===== config.mk =====
export PLATFORM = sky130hd
export DESIGN_NAME = shift_ring_counter
export DESIGN_NICKNAME = d
export VERILOG_FILES = /design/src/rtl/shift_ring_counter.sv
export SDC_FILE = /design/constraint.sdc
export NUM_CORES = 1
export LEC_CHECK = 0
export ABC_AREA = 1
export CAP_MARGIN = 20
export CORE_UTILIZATION = 36
export DETAILED_ROUTE_END_ITERATION = 6
export GPL_TIMING_DRIVEN = 0
export MAX_ROUTING_LAYER = met4
export PLACE_DENSITY = 0.72
export SETUP_SLACK_MARGIN = 0.2
export SKIP_CTS_REPAIR_TIMING = 1
export SLEW_MARGIN = 25
export SYNTH_ARGS = -nofsm -noshare
export SYNTH_HDL_FRONTEND = slang
export SYNTH_SLANG_ARGS = --single-unit

===== constraint.sdc =====
create_clock -name clk -period 2.9 [get_ports clk]
set_input_delay 0.725 -clock clk [delete_from_list [all_inputs] [get_ports clk]]
set_output_delay 0.725 -clock clk [all_outputs]
set_load 0.05 [all_outputs]

===== src/rtl/shift_ring_counter.sv =====
// Johnson / one-hot ring counter with sequence index, legality flag and wrap pulse.
// Optional macro SHIFT_RING_SELF_CORRECT_EN: an enabled step from an illegal pattern reloads the seed.
module shift_ring_counter #(
  parameter  int WIDTH = 4,
  parameter  int MODE  = 0,
  localparam int IDXW  = $clog2(2 * WIDTH)
) (
  input  logic             clk,
  input  logic             rst,
  input  logic             en,
  input  logic             dir,
  input  logic             load,
  input  logic [WIDTH-1:0] load_val,
  output logic [WIDTH-1:0] q,
  output logic [IDXW-1:0]  idx,
  output logic             illegal,
  output logic             wrap
);

  localparam logic [WIDTH-1:0] SEED = (MODE == 0) ? '0 : WIDTH'(1);

  logic [WIDTH-1:0] q_q, q_d, shift_v;
  logic             wrap_q, wrap_d;
  logic             legal;
  logic [IDXW-1:0]  idx_v;

  always_comb begin : decode
    int trans;
    int ones;
    int pos;
    trans = 0;
    ones  = 0;
    pos   = 0;
    legal = 1'b0;
    idx_v = '0;
    for (int i = 0; i < WIDTH; i++) begin
      if (q_q[i]) begin
        ones = ones + 1;
        pos  = i;
      end
    end
    for (int i = 0; i < WIDTH - 1; i++) begin
      if (q_q[i] != q_q[i+1]) trans = trans + 1;
    end
    // A single 0/1 boundary is exactly the set of Johnson patterns
    if (MODE == 0) begin
      legal = (trans <= 1);
      if (q_q == '0)   idx_v = '0;
      else if (q_q[0]) idx_v = IDXW'(ones);
      else             idx_v = IDXW'(2 * WIDTH - ones);
    end else begin
      legal = (ones == 1);
      idx_v = IDXW'(pos);
    end
    if (!legal) idx_v = '0;
  end

  always_comb begin
    shift_v = q_q;
    if (MODE == 0) begin
      shift_v = dir ? {~q_q[0], q_q[WIDTH-1:1]} : {q_q[WIDTH-2:0], ~q_q[WIDTH-1]};
    end else begin
      shift_v = dir ? {q_q[0], q_q[WIDTH-1:1]} : {q_q[WIDTH-2:0], q_q[WIDTH-1]};
    end
  end

  always_comb begin
    q_d    = q_q;
    wrap_d = 1'b0;
    if (load) begin
      q_d = load_val;
    end else if (en) begin
`ifdef SHIFT_RING_SELF_CORRECT_EN
      if (!legal) begin
        q_d = SEED;
      end else begin
        q_d    = shift_v;
        wrap_d = (shift_v == SEED);
      end
`else
      q_d    = shift_v;
      wrap_d = (shift_v == SEED);
`endif
    end
  end

  always_ff @(posedge clk or negedge rst) begin
    if (!rst) begin
      q_q    <= SEED;
      wrap_q <= 1'b0;
    end else begin
      q_q    <= q_d;
      wrap_q <= wrap_d;
    end
  end

  assign q       = q_q;
  assign idx     = idx_v;
  assign illegal = ~legal;
  assign wrap    = wrap_q;

endmodule


# Word-level counts from Yosys, hierarchy flattened
# Cells that the tools add are included.
# classes
n_addsub	6
n_lt_le_gt_ge	1
n_eq_ne	3
n_mux	15
bitwise	3
reduce_logical	3
# op_table
operator	n
adder 32 x 2 -> 32 bit (second input constant)	2
two-way mux 32 bit	2
<= comparator 32 x 2 -> 1 bit (second input constant)	1
two-way mux 3 bit	6
two-way mux 4 bit	3
logical NOT 4 bit	2
adder 3 x 2 -> 3 bit (second input constant)	2
two-way mux 1 bit	4
inequality test 1 bit	3
NOT 1 bit	3
subtractor 1 x 3 -> 3 bit (first input constant)	1
adder 1 x 1 -> 2 bit (second input constant)	1
nonzero test 2 bit	1
# word_totals
reg_bits	5
out_inout_bits	9

# Depth between registers and ports, before layout
# Gate-level depths: netlist of run 1.
# logic_depth
ltp_word	11
mapped_depth	16
mapped_depth_nobuf	16

# Least setup slack after synthesis of run 1
# No wires, ideal clock.
# synth_path
path_kind	register to output
start	reg q_q[0], in the netlist q[0]
end	out idx[2]
arrival_time_ps	3127
required_ps	2175
slack_ps	-952
stages_incl_launch_ff	16
path_cell_list	dfrtp_1 inv_1 ha_1 inv_1 nand2_2 nand2_2 inv_1 ha_1 nand2_1 and2_1 ha_1 inv_1 nand2_1 nand2_1 nand3_1 a21oi_1
# synth_via
elab_chain_cells	11
# synth_lines
element	line	rtl
start, declared	22	logic [WIDTH-1:0] q_q, q_d, shift_v;
start signal, assigned	92	q_q <= q_d;
branches (longest 10 deep; another with adder 32 x 2 -> 32 bit)	n/a	
two-way mux 3 bit *	55	if (!legal) idx_v = '0;
end, declared	15	output logic [IDXW-1:0] idx,
# Mark *: on every way between the ends.

# Worst setup path after layout of run 1
# layout_path
start	reg q_q[1], in the netlist q[1]
end	out idx[2]
# layout_via
elab_chain_cells	9
# layout_lines
element	line
branches (longest 8 deep; another with adder 32 x 2 -> 32 bit)	n/a
two-way mux 3 bit *	55
# Marks and branches as above.

==> results.py, run 1 <==
metrics = {
    "status": {
        "outcome": "finished, violations left",
        "violations": "setup timing",
    },
    "placement": {
        "portBuffers": 17,
        "dp.cells": 108,
        "gp_congestion": 0.713,
        "place_area_sq_um": 752,
        "dp_hpwl_um": 1000,
    },
    "timing": {
        "min_period_over_period_pct": 109,
        "tightest_slew_ps": 504,
        "finalSetupTns_ps": -436,
        "setup_violations": 2,
        "max_freq_mhz": 317,
        "relSlewSlack_pct": 66.3,
        "whs_ps": 644,
        "timing.final.hold_violations": 0,
        "fin_crit_ps": 3160,
        "finalMaxSlewViolations": 0,
        "rsz0062_at_grt": "yes",
        "finalWorstSetupSlack_ps": -256,
        "fin_skew_ps": 1.36,
    },
    "layout": {
        "fin_cells": 120,
        "diodes": 0,
        "nets": 120,
        "design_area_sq_um": 882,
        "drive_above_1_share_pct": 41.9,
        "area_growth_pct": 75.8,
    },
    "synthesis": {
        "syn_avg_cell_area_sq_um": 6.60,
        "muxShareOfSynthArea_pct": 0,
        "synth_cell_type_count": 17,
        "synth_compound_gate_area_share_pct": 16.5,
        "yosysWarnings": 0,
        "synth_top_family_by_area": "simple AND/OR/NAND/NOR gates",
        "synthAdderAreaFrac_pct": 12.5,
        "yosys.area.top_type_share_pct": 24.9,
        "synth_xor_area_share_pct": 3.24,
        "syn-cell-area_sq_um": 502,
        "ys_seq_elements": 5,
        "synth-simple-area-share_pct": 33.9,
        "syn_inst": 76,
        "ys_seq_area_share_pct": 24.9,
        "syn_nets": 90,
        "synth_area_leader_cell": "dfrtp_1",
        "yosys-top-cells-area": "dfrtp_1 25%, nand2_1 16%, ha_1 12%",
    },
    "flow_run": {
        "max-cap-violations": 0,
    },
    "route": {
        "vias": 587,
        "drtPass1Iterations": 3,
        "remaining_drc_errors": 0,
        "drt_iter0_drc": 7,
        "drt-wirelength-per-cell_um": 12.0,
        "antenna_left": 0,
        "wirelength_um": 1440,
        "vias_per_cell": 4.89,
    },
    "critical_path": {
        "r2r_end": "wrap",
        "startpoint_type": "register",
        "critPathMaxFanout": 5,
        "crit_required_ps": 2170,
        "r2r_setup_slack_ps": 1690,
        "cp.arrival_ps": 2430,
        "rr_worst_depth": 4,
        "worstSetupPathType": "register to primary output",
        "reg2reg_from": "q[0]",
        "endpoint_kind": "primary output",
    },
    "floorplan": {
        "die_area_sq_um": 1550,
        "start_util_pct": 38.6,
        "die_w_um": 39.3,
        "placementRows": 13,
        "core_area_sq_um": 1300,
        "die_y_um": 39.3,
        "pin_count": 18,
    },
    "clocking": {
        "h-tree-depth": 1,
        "path_clk_slew_ps": 40,
        "cts-root-buf": "clkbuf_4",
        "clock-sinks": 5,
        "worstSkewPairLatency_ps": 240,
        "clock_path_buffers": 2,
        "cts_tree": "built",
        "cts_buffers": 3,
    },
    "worst_hold_path": {
        "hold_class": "register to register",
        "min_path_cells": 2,
        "hold_end": "q[2]",
        "hold_start": "q[2]",
    },
    "global_route": {
        "antenna_found_initial": 0,
        "grt_pass1_wl_um": 2120,
        "grt_usage_pct": 21.6,
        "grt_max_degree": 10,
        "overflow": 0,
        "grt_pass1_vias": 542,
    },
    "pwr": {
        "leakagePower_nw": 0.408,
        "power_density_nw_per_um2": 636,
        "vdd_drop_max_mv": 0.284,
    },
}
==> per-stage QoR <==
stage                     setup WS [ps]  util, %  total power (W)
after global placement             -675     57.8         0.000407
after floorplan                    -213        -         0.000328
after global routing               -350     67.8         0.000601
after CTS                         -1000     59.8         0.000501
final                              -256     67.8         0.000561
after detailed placement           -738     57.8         0.000417
==> metal layers <==
metal / share of wire, % / track usage, %
met1: 41 / 20.1
met2: 56 / 40.8
met3: 3.3 / 6.82
met4: 0 / 7.76
met5: 0 / -
==> cells in the final DEF (no fill, tap or decap), drive strengths merged <==
cell type,synthesis,layout
nand2,24,24
clkdlybuf4s50,0,13
inv,12,12
buf,0,10
o21ai,8,8
nand3,7,7
nor2,6,6
clkbuf,0,5
dfrtp,5,5
ha,5,5
a22oi,4,4
o21a,1,1
and2,1,1
xor2,1,1
or2,1,1
a21oi,1,1
dlymetal6s2s,0,1
==> worst max-delay path: stages (launching register included) <==
cell and delay [ps]:
dfrtp_2 430, inv_4 60, ha_4 280, inv_2 40, nand2_2 60, nand2_2 60
inv_2 70, ha_4 190, nand2_2 60, and2_4 140, ha_4 120, nor2_2 30
nand2_1 90, buf_4 120, nand3_2 100, a21oi_4 160, buf_6 170
==> flip-flops by register name (all words and copies together) (netlist names) <==
signal,count
wrap,1
q,4
==> report_power, final <==
group          leakage, nW  total [W]  switching (W)  internal, W
Sequential          0.0578  0.0000905      0.0000130    0.0000775
Combinational        0.335   0.000389       0.000225     0.000164
Clock               0.0150  0.0000815      0.0000294    0.0000521
Total                0.408   0.000561       0.000267     0.000293
==> worst max path at each step <==
stage / startpoint / endpoint / slack, ps / cells past startpoint
floorplan: q[0] / idx[2] / -210 / 14
finish: q[1] / idx[2] / -260 / 16
global route: q[1] / idx[2] / -350 / 16
global placement: q[0] / idx[2] / -680 / 16
detailed placement: q[0] / idx[2] / -740 / 16
CTS: q[0] / idx[2] / -1000 / 16
==> cells in the mapped netlist (all sizes together) <==
cell type / n
a21oi: 1
a22oi: 4
and2: 1
dfrtp: 5
ha: 5
inv: 12
nand2: 24
nand3: 7
nor2: 6
o21a: 1
o21ai: 8
or2: 1
xor2: 1
==> cells by family (layout without fill, tap and decap cells) <==
| logic type | Yosys count | count (layout) |
|---|---|---|
| buffers and inverters | 12 | 41 |
| DFF | 5 | 5 |
| xor gates and xnor gates | 1 | 1 |
| AOI/OAI and AO/OA | 14 | 14 |
| adders and majority gates | 5 | 5 |
| and+or+nand+nor | 39 | 39 |
==> area by class of cell <==
class,count,area [sq um]
multi-input cells,59,423
flip-flops and latches,5,130
inverters,12,47.5
repair buffers,25,236
clock buffers,4,26.3
well taps,15,18.8
fillers,120,419
Note: power is estimated with default switching activity, not from simulation.
==> run 2: changes to the inputs <==
clock period = 2.6 ns   (was 2.9 ns; I/O delays follow)
==> run 2 against run 1 <==
  * The run still ends with setup timing left
  * Final area up 2.1%
  * Sequential share of layout area down 0.31 points
  * Hold slack worse by 74 ps
  * Combinational power up 13%
  * Critical endpoint unchanged
  * Largest cell class unchanged
  * Largest power group unchanged
==> results.py, run 2 (synthesized netlist as in run 1, its figures left out) <==
metrics = {
    "status": {
        "outcome": "finished, violations left",
        "violations": "setup timing",
    },
    "pwr": {
        "p_switching_w": 0.000300,
        "leakagePower_nw": 0.408,
        "sw_frac_of_total_pct": 47.7,
        "clkPwrFrac_pct": 14.4,
        "vdd_drop_max_mv": 0.355,
        "power_density_nw_per_um2": 698,
        "power_frac_comb_pct": 70.0,
        "total_power_w": 0.000629,
        "intPower_w": 0.000329,
        "power_frac_seq_pct": 15.6,
    },
    "timing": {
        "timing.final.hold_violations": 0,
        "min_period_over_period_pct": 119,
        "relSlewSlack_pct": 66.8,
        "fin_crit_ps": 3090,
        "finalMaxSlewViolations": 0,
        "max_freq_mhz": 323,
        "fin_skew_ps": 5.00,
        "rsz0062_at_grt": "yes",
        "finalWorstSetupSlack_ps": -495,
        "tightest_slew_ps": 497,
        "setup_violations": 2,
    },
    "layout": {
        "final_cell_mix": "18 x nand2_1, 13 x clkdlybuf4s50_1, 8 x buf_4",
        "final_common_cell": "nand2_1",
        "multi_input_area_sq_um": 444,
        "fillerInstances": 113,
        "drive_above_1_share_pct": 41.0,
        "nets": 120,
        "largest_reg_flops": 4,
        "area_growth_pct": 79.6,
        "diodes": 0,
        "ff_latch_area_sq_um": 130,
    },
    "route": {
        "vias": 600,
        "maxUsedRoutingLayer": "met4",
        "drt-met1-wl_um": 532,
        "dr_wl_met3_um": 47,
        "remaining_drc_errors": 0,
        "drt_iter0_drc": 15,
        "wl_met2_um": 719,
        "antenna_left": 0,
        "drt-wirelength-per-cell_um": 11.0,
        "wirelength_um": 1320,
        "drtPass1Iterations": 4,
        "vias_per_cell": 5.00,
    },
    "clocking": {
        "h-tree-depth": 1,
        "cts-root-buf": "clkbuf_4",
        "clock-sinks": 5,
        "worstSkewPairLatency_ps": 240,
        "path_clk_slew_ps": 40,
        "clock_path_buffers": 2,
        "cts_tree": "built",
        "cts_buffers": 3,
    },
    "placement": {
        "dp_slack_ps": -957,
        "dp_hpwl_um": 962,
        "gp_congestion": 0.753,
        "portBuffers": 17,
    },
    "global_route": {
        "grt_usage_pct": 19.0,
        "overflow": 0,
        "grt_pass1_vias": 480,
        "antenna_found_initial": 0,
        "grt_max_degree": 10,
        "grt_pass1_wl_um": 1880,
    },
    "critical_path": {
        "crit_required_ps": 1950,
        "endpoint_kind": "primary output",
        "r2r_end": "wrap",
        "r2r_setup_slack_ps": 1390,
        "crit_top_cell": "nand2_2",
        "worstSetupPathType": "register to primary output",
        "crit_path_max_incr_delay_ps": 450,
        "rr_worst_depth": 4,
        "path_cells": "inv_2 -> ha_4 -> inv_2 -> nand2_2 -> nand2_2 -> inv_2 -> ha_4 -> nand2_2 -> and2_4 -> ha_4 -> nor2_1 -> nand2_1 -> nand2_1 -> nand2_2 -> a21oi_4 -> buf_6",
        "cp.arrival_ps": 2440,
        "critPathMaxFanout": 7,
        "startpoint_type": "register",
        "reg2reg_from": "q[2]",
        "cp_slowest_cell": "dfrtp_2",
    },
    "worst_hold_path": {
        "min_path_cells": 2,
        "hold_end": "q[3]",
        "hold_class": "register to register",
        "hold_start": "q[3]",
    },
    "floorplan": {
        "pin_count": 18,
        "die_area_sq_um": 1550,
        "start_util_pct": 38.6,
        "die_w_um": 39.3,
        "die_y_um": 39.3,
        "placementRows": 13,
        "core_area_sq_um": 1300,
    },
    "flow_run": {
        "max-cap-violations": 0,
    },
}
## run 2: routing by layer
layer | global-route usage [%] | vias to the layer above
met5 | - | -
met3 | 1.70 | 2
li1 | - | 306
met1 | 21.2 | 271
met2 | 34.6 | 21
met4 | 7.76 | 0
## run 2: worst max path at each step
stage               startpoint     end  slack [ps]  cells after the start
floorplan                 q[0]  idx[2]        -400                     14
global placement          q[0]  idx[2]        -900                     16
detailed placement        q[0]  idx[2]        -960                     16
CTS                       q[0]  idx[2]       -1220                     16
global route              q[0]  idx[2]        -610                     16
finish                    q[0]  idx[2]        -490                     16
## run 2: worst max-delay path: cells and delay by family (launching register included)
kind            cells  cell delay (ps)
simple gates        8              670
fa+ha+maj           3              610
compound gates      1              120
flops               1              450
buf+inv             4              370
## run 2: stage by stage
stage	cells	instance area [sq um]	utilization, %	TNS (ps)	hold slack, ps
after CTS	112	786	60.4	-3050	613
after global routing	120	901	69.2	-1070	628
after detailed placement	108	759	58.4	-2070	598
after global placement	108	759	58.4	-1980	611
after floorplan	76	571	-	-725	354
final	120	901	69.2	-855	570
## run 2: power by group through the flow
stage | registers, W | logic (W) | clock network, W
5_1_grt | 0.000100 | 0.000475 | 0.0000965
2_1_floorplan | 0.000125 | 0.000247 | 0
6_report | 0.0000983 | 0.000440 | 0.0000903
4_1_cts | 0.000103 | 0.000364 | 0.0000940
3_3_place_gp | 0.000104 | 0.000357 | 0
3_5_place_dp | 0.000104 | 0.000363 | 0
## run 2: cell type report
cell class | instances | area share (%)
timing repair buffer | 25 | 26.3
sequential | 5 | 14.4
clock buffer | 4 | 2.92
inverter | 12 | 5.00
multi-input combinational | 59 | 49.3
tap | 15 | 2.08
==> run 3: changes to the inputs <==
PLACE_DENSITY = 0.7   (was 0.72)
clock period = 3.5 ns   (was 2.6 ns; I/O delays follow)
==> run 3 against run 2 <==
  * The run now ends clean
  * Sequential cell count unchanged
  * Die area unchanged
  * Register-to-register slack improved by 990 ps
  * Clock-buffer cell count did not move
  * Core utilization down 6.4 points
==> results.py, run 3 (synthesized netlist as in run 1, its figures left out) <==
metrics = {
    "clocking": {
        "clock_path_buffers": 2,
        "h-tree-depth": 1,
        "cts_buffers": 3,
        "clock-sinks": 5,
        "cts_tree": "built",
        "cts-root-buf": "clkbuf_4",
        "path_clk_slew_ps": 40,
        "worstSkewPairLatency_ps": 240,
    },
    "layout": {
        "drive_above_1_share_pct": 31.7,
        "area_growth_pct": 62.8,
        "diodes": 0,
        "largest_reg_flops": 4,
        "nets": 116,
        "final_common_cell": "nand2_1",
        "final_cell_mix": "18 x nand2_1, 14 x clkdlybuf4s50_1, 7 x nand3_1",
    },
    "critical_path": {
        "cp_slowest_cell": "dfrtp_2",
        "path_cells": "inv_2 -> ha_4 -> inv_2 -> nand2_2 -> nand2_2 -> inv_2 -> ha_4 -> nand2_2 -> and2_4 -> ha_4 -> nor2_1 -> nand2_1 -> nand2_1 -> nand2_2 -> a21oi_4 -> buf_4",
        "crit_family": "simple AND/OR/NAND/NOR gates",
        "worstSetupPathType": "register to primary output",
        "crit_top_cell": "nand2_2",
        "startpoint_type": "register",
        "crit_required_ps": 2620,
        "crit_path_max_incr_delay_ps": 440,
        "critPathMaxFanout": 6,
        "endpoint_kind": "primary output",
        "cp.arrival_ps": 2460,
        "cp_num_buf_inv": 4,
    },
    "flow_run": {
        "max-cap-violations": 0,
    },
    "placement": {
        "dp_hpwl_um": 911,
        "gp_congestion": 0.798,
        "portBuffers": 17,
    },
    "timing": {
        "min_period_over_period_pct": 95.2,
        "relSlewSlack_pct": 66.4,
        "setup_violations": 0,
        "timing.final.hold_violations": 0,
        "rsz0062_at_grt": "yes",
        "finalMaxSlewViolations": 0,
        "max_freq_mhz": 300,
        "fin_crit_ps": 3330,
        "finalSetupTns_ps": 0,
        "tightest_slew_ps": 502,
        "whs_ps": 688,
        "fin_skew_ps": 1.16,
    },
    "pwr": {
        "leakagePower_nw": 0.387,
        "vdd_drop_max_mv": 0.183,
        "total_power_w": 0.000420,
        "power_density_nw_per_um2": 513,
    },
    "route": {
        "antenna_left": 0,
        "vias": 559,
        "vias_per_cell": 4.82,
        "drt_iter0_drc": 10,
        "drtPass1Iterations": 4,
        "wirelength_um": 1220,
        "remaining_drc_errors": 0,
        "drt-wirelength-per-cell_um": 10.5,
    },
    "floorplan": {
        "pin_count": 18,
        "die_w_um": 39.3,
        "core_area_sq_um": 1300,
        "placementRows": 13,
        "die_area_sq_um": 1550,
        "start_util_pct": 38.6,
        "die_y_um": 39.3,
    },
    "global_route": {
        "overflow": 0,
        "grt_pass1_wl_um": 1890,
        "antenna_found_initial": 0,
        "grt_pass1_vias": 487,
        "grt_max_degree": 10,
        "grt_usage_pct": 19.1,
    },
    "status": {
        "outcome": "finished, final reports clean",
    },
    "worst_hold_path": {
        "hold_class": "register to register",
    },
}
==> run 3: changes by cell type in the layout (fill, tap and decap cells not counted), moves of 2 or more <==
cell,change
dfrtp_2,-2
buf_4,-3
nand3_2,-2
dfrtp_1,+2
nor2_4,-2
nand3_1,+3
nor2_2,+2
buf_8,-2
==> run 3: layout make-up <==
type	count	area, sq um
Fill cell	126	484
Multi-Input combinational cell	59	395
Timing Repair Buffer	21	201
Sequential cell	5	128
Inverter	12	47.5
Clock buffer	4	26.3
Tap cell	15	18.8
==> run 3: worst reg2reg max path: stages (launching register included) <==
cell     delay, ps
dfrtp_2        440
buf_4          160
o21ai_0        250
nand3_1        100
nor2_1         110
==> run 3: through the flow <==
stage                     area, sq um  cells  utilization [%]  setup WS, ps
after floorplan                   533     76                -           207
final                             817    116             62.8           168
after global placement            722    108             55.5          -275
after CTS                         748    112             57.5          -573
after detailed placement          722    108             55.5          -310
after global routing              817    116             62.8          42.6
==> run 3: where the power goes <==
group | total, W | switching [W] | internal [W] | leakage, nW
clock | 0.0000654 | 0.0000224 | 0.0000430 | 0.0150
combinational | 0.000279 | 0.000166 | 0.000113 | 0.312
sequential | 0.0000751 | 0.0000114 | 0.0000637 | 0.0600
==> run 3: routing by layer <==
metal	routed length, um	track usage, %	vias up	share of wire [%]
met3	41	3.41	2	3.4
met4	10	10.3	0	0.82
li1	-	-	294	-
met1	533	22.2	246	44
met5	0	-	-	0
met2	634	31.3	17	52
==> run 3: path summary, 6_finish.rpt <==
check / depth (start not counted) / startpoint / slack (ps) / end
worst max-delay path: 16 / q[0] / 170 / idx[2]
worst max register to register: 4 / q[0] / 2380 / wrap
worst min register to register: 2 / q[1] / 690 / q[2]
worst min-delay path: 2 / q[1] / 690 / q[2]
min in group asynchronous: 1 / rst / 850 / q[3]
max in group asynchronous: 1 / rst / 2460 / q[0]
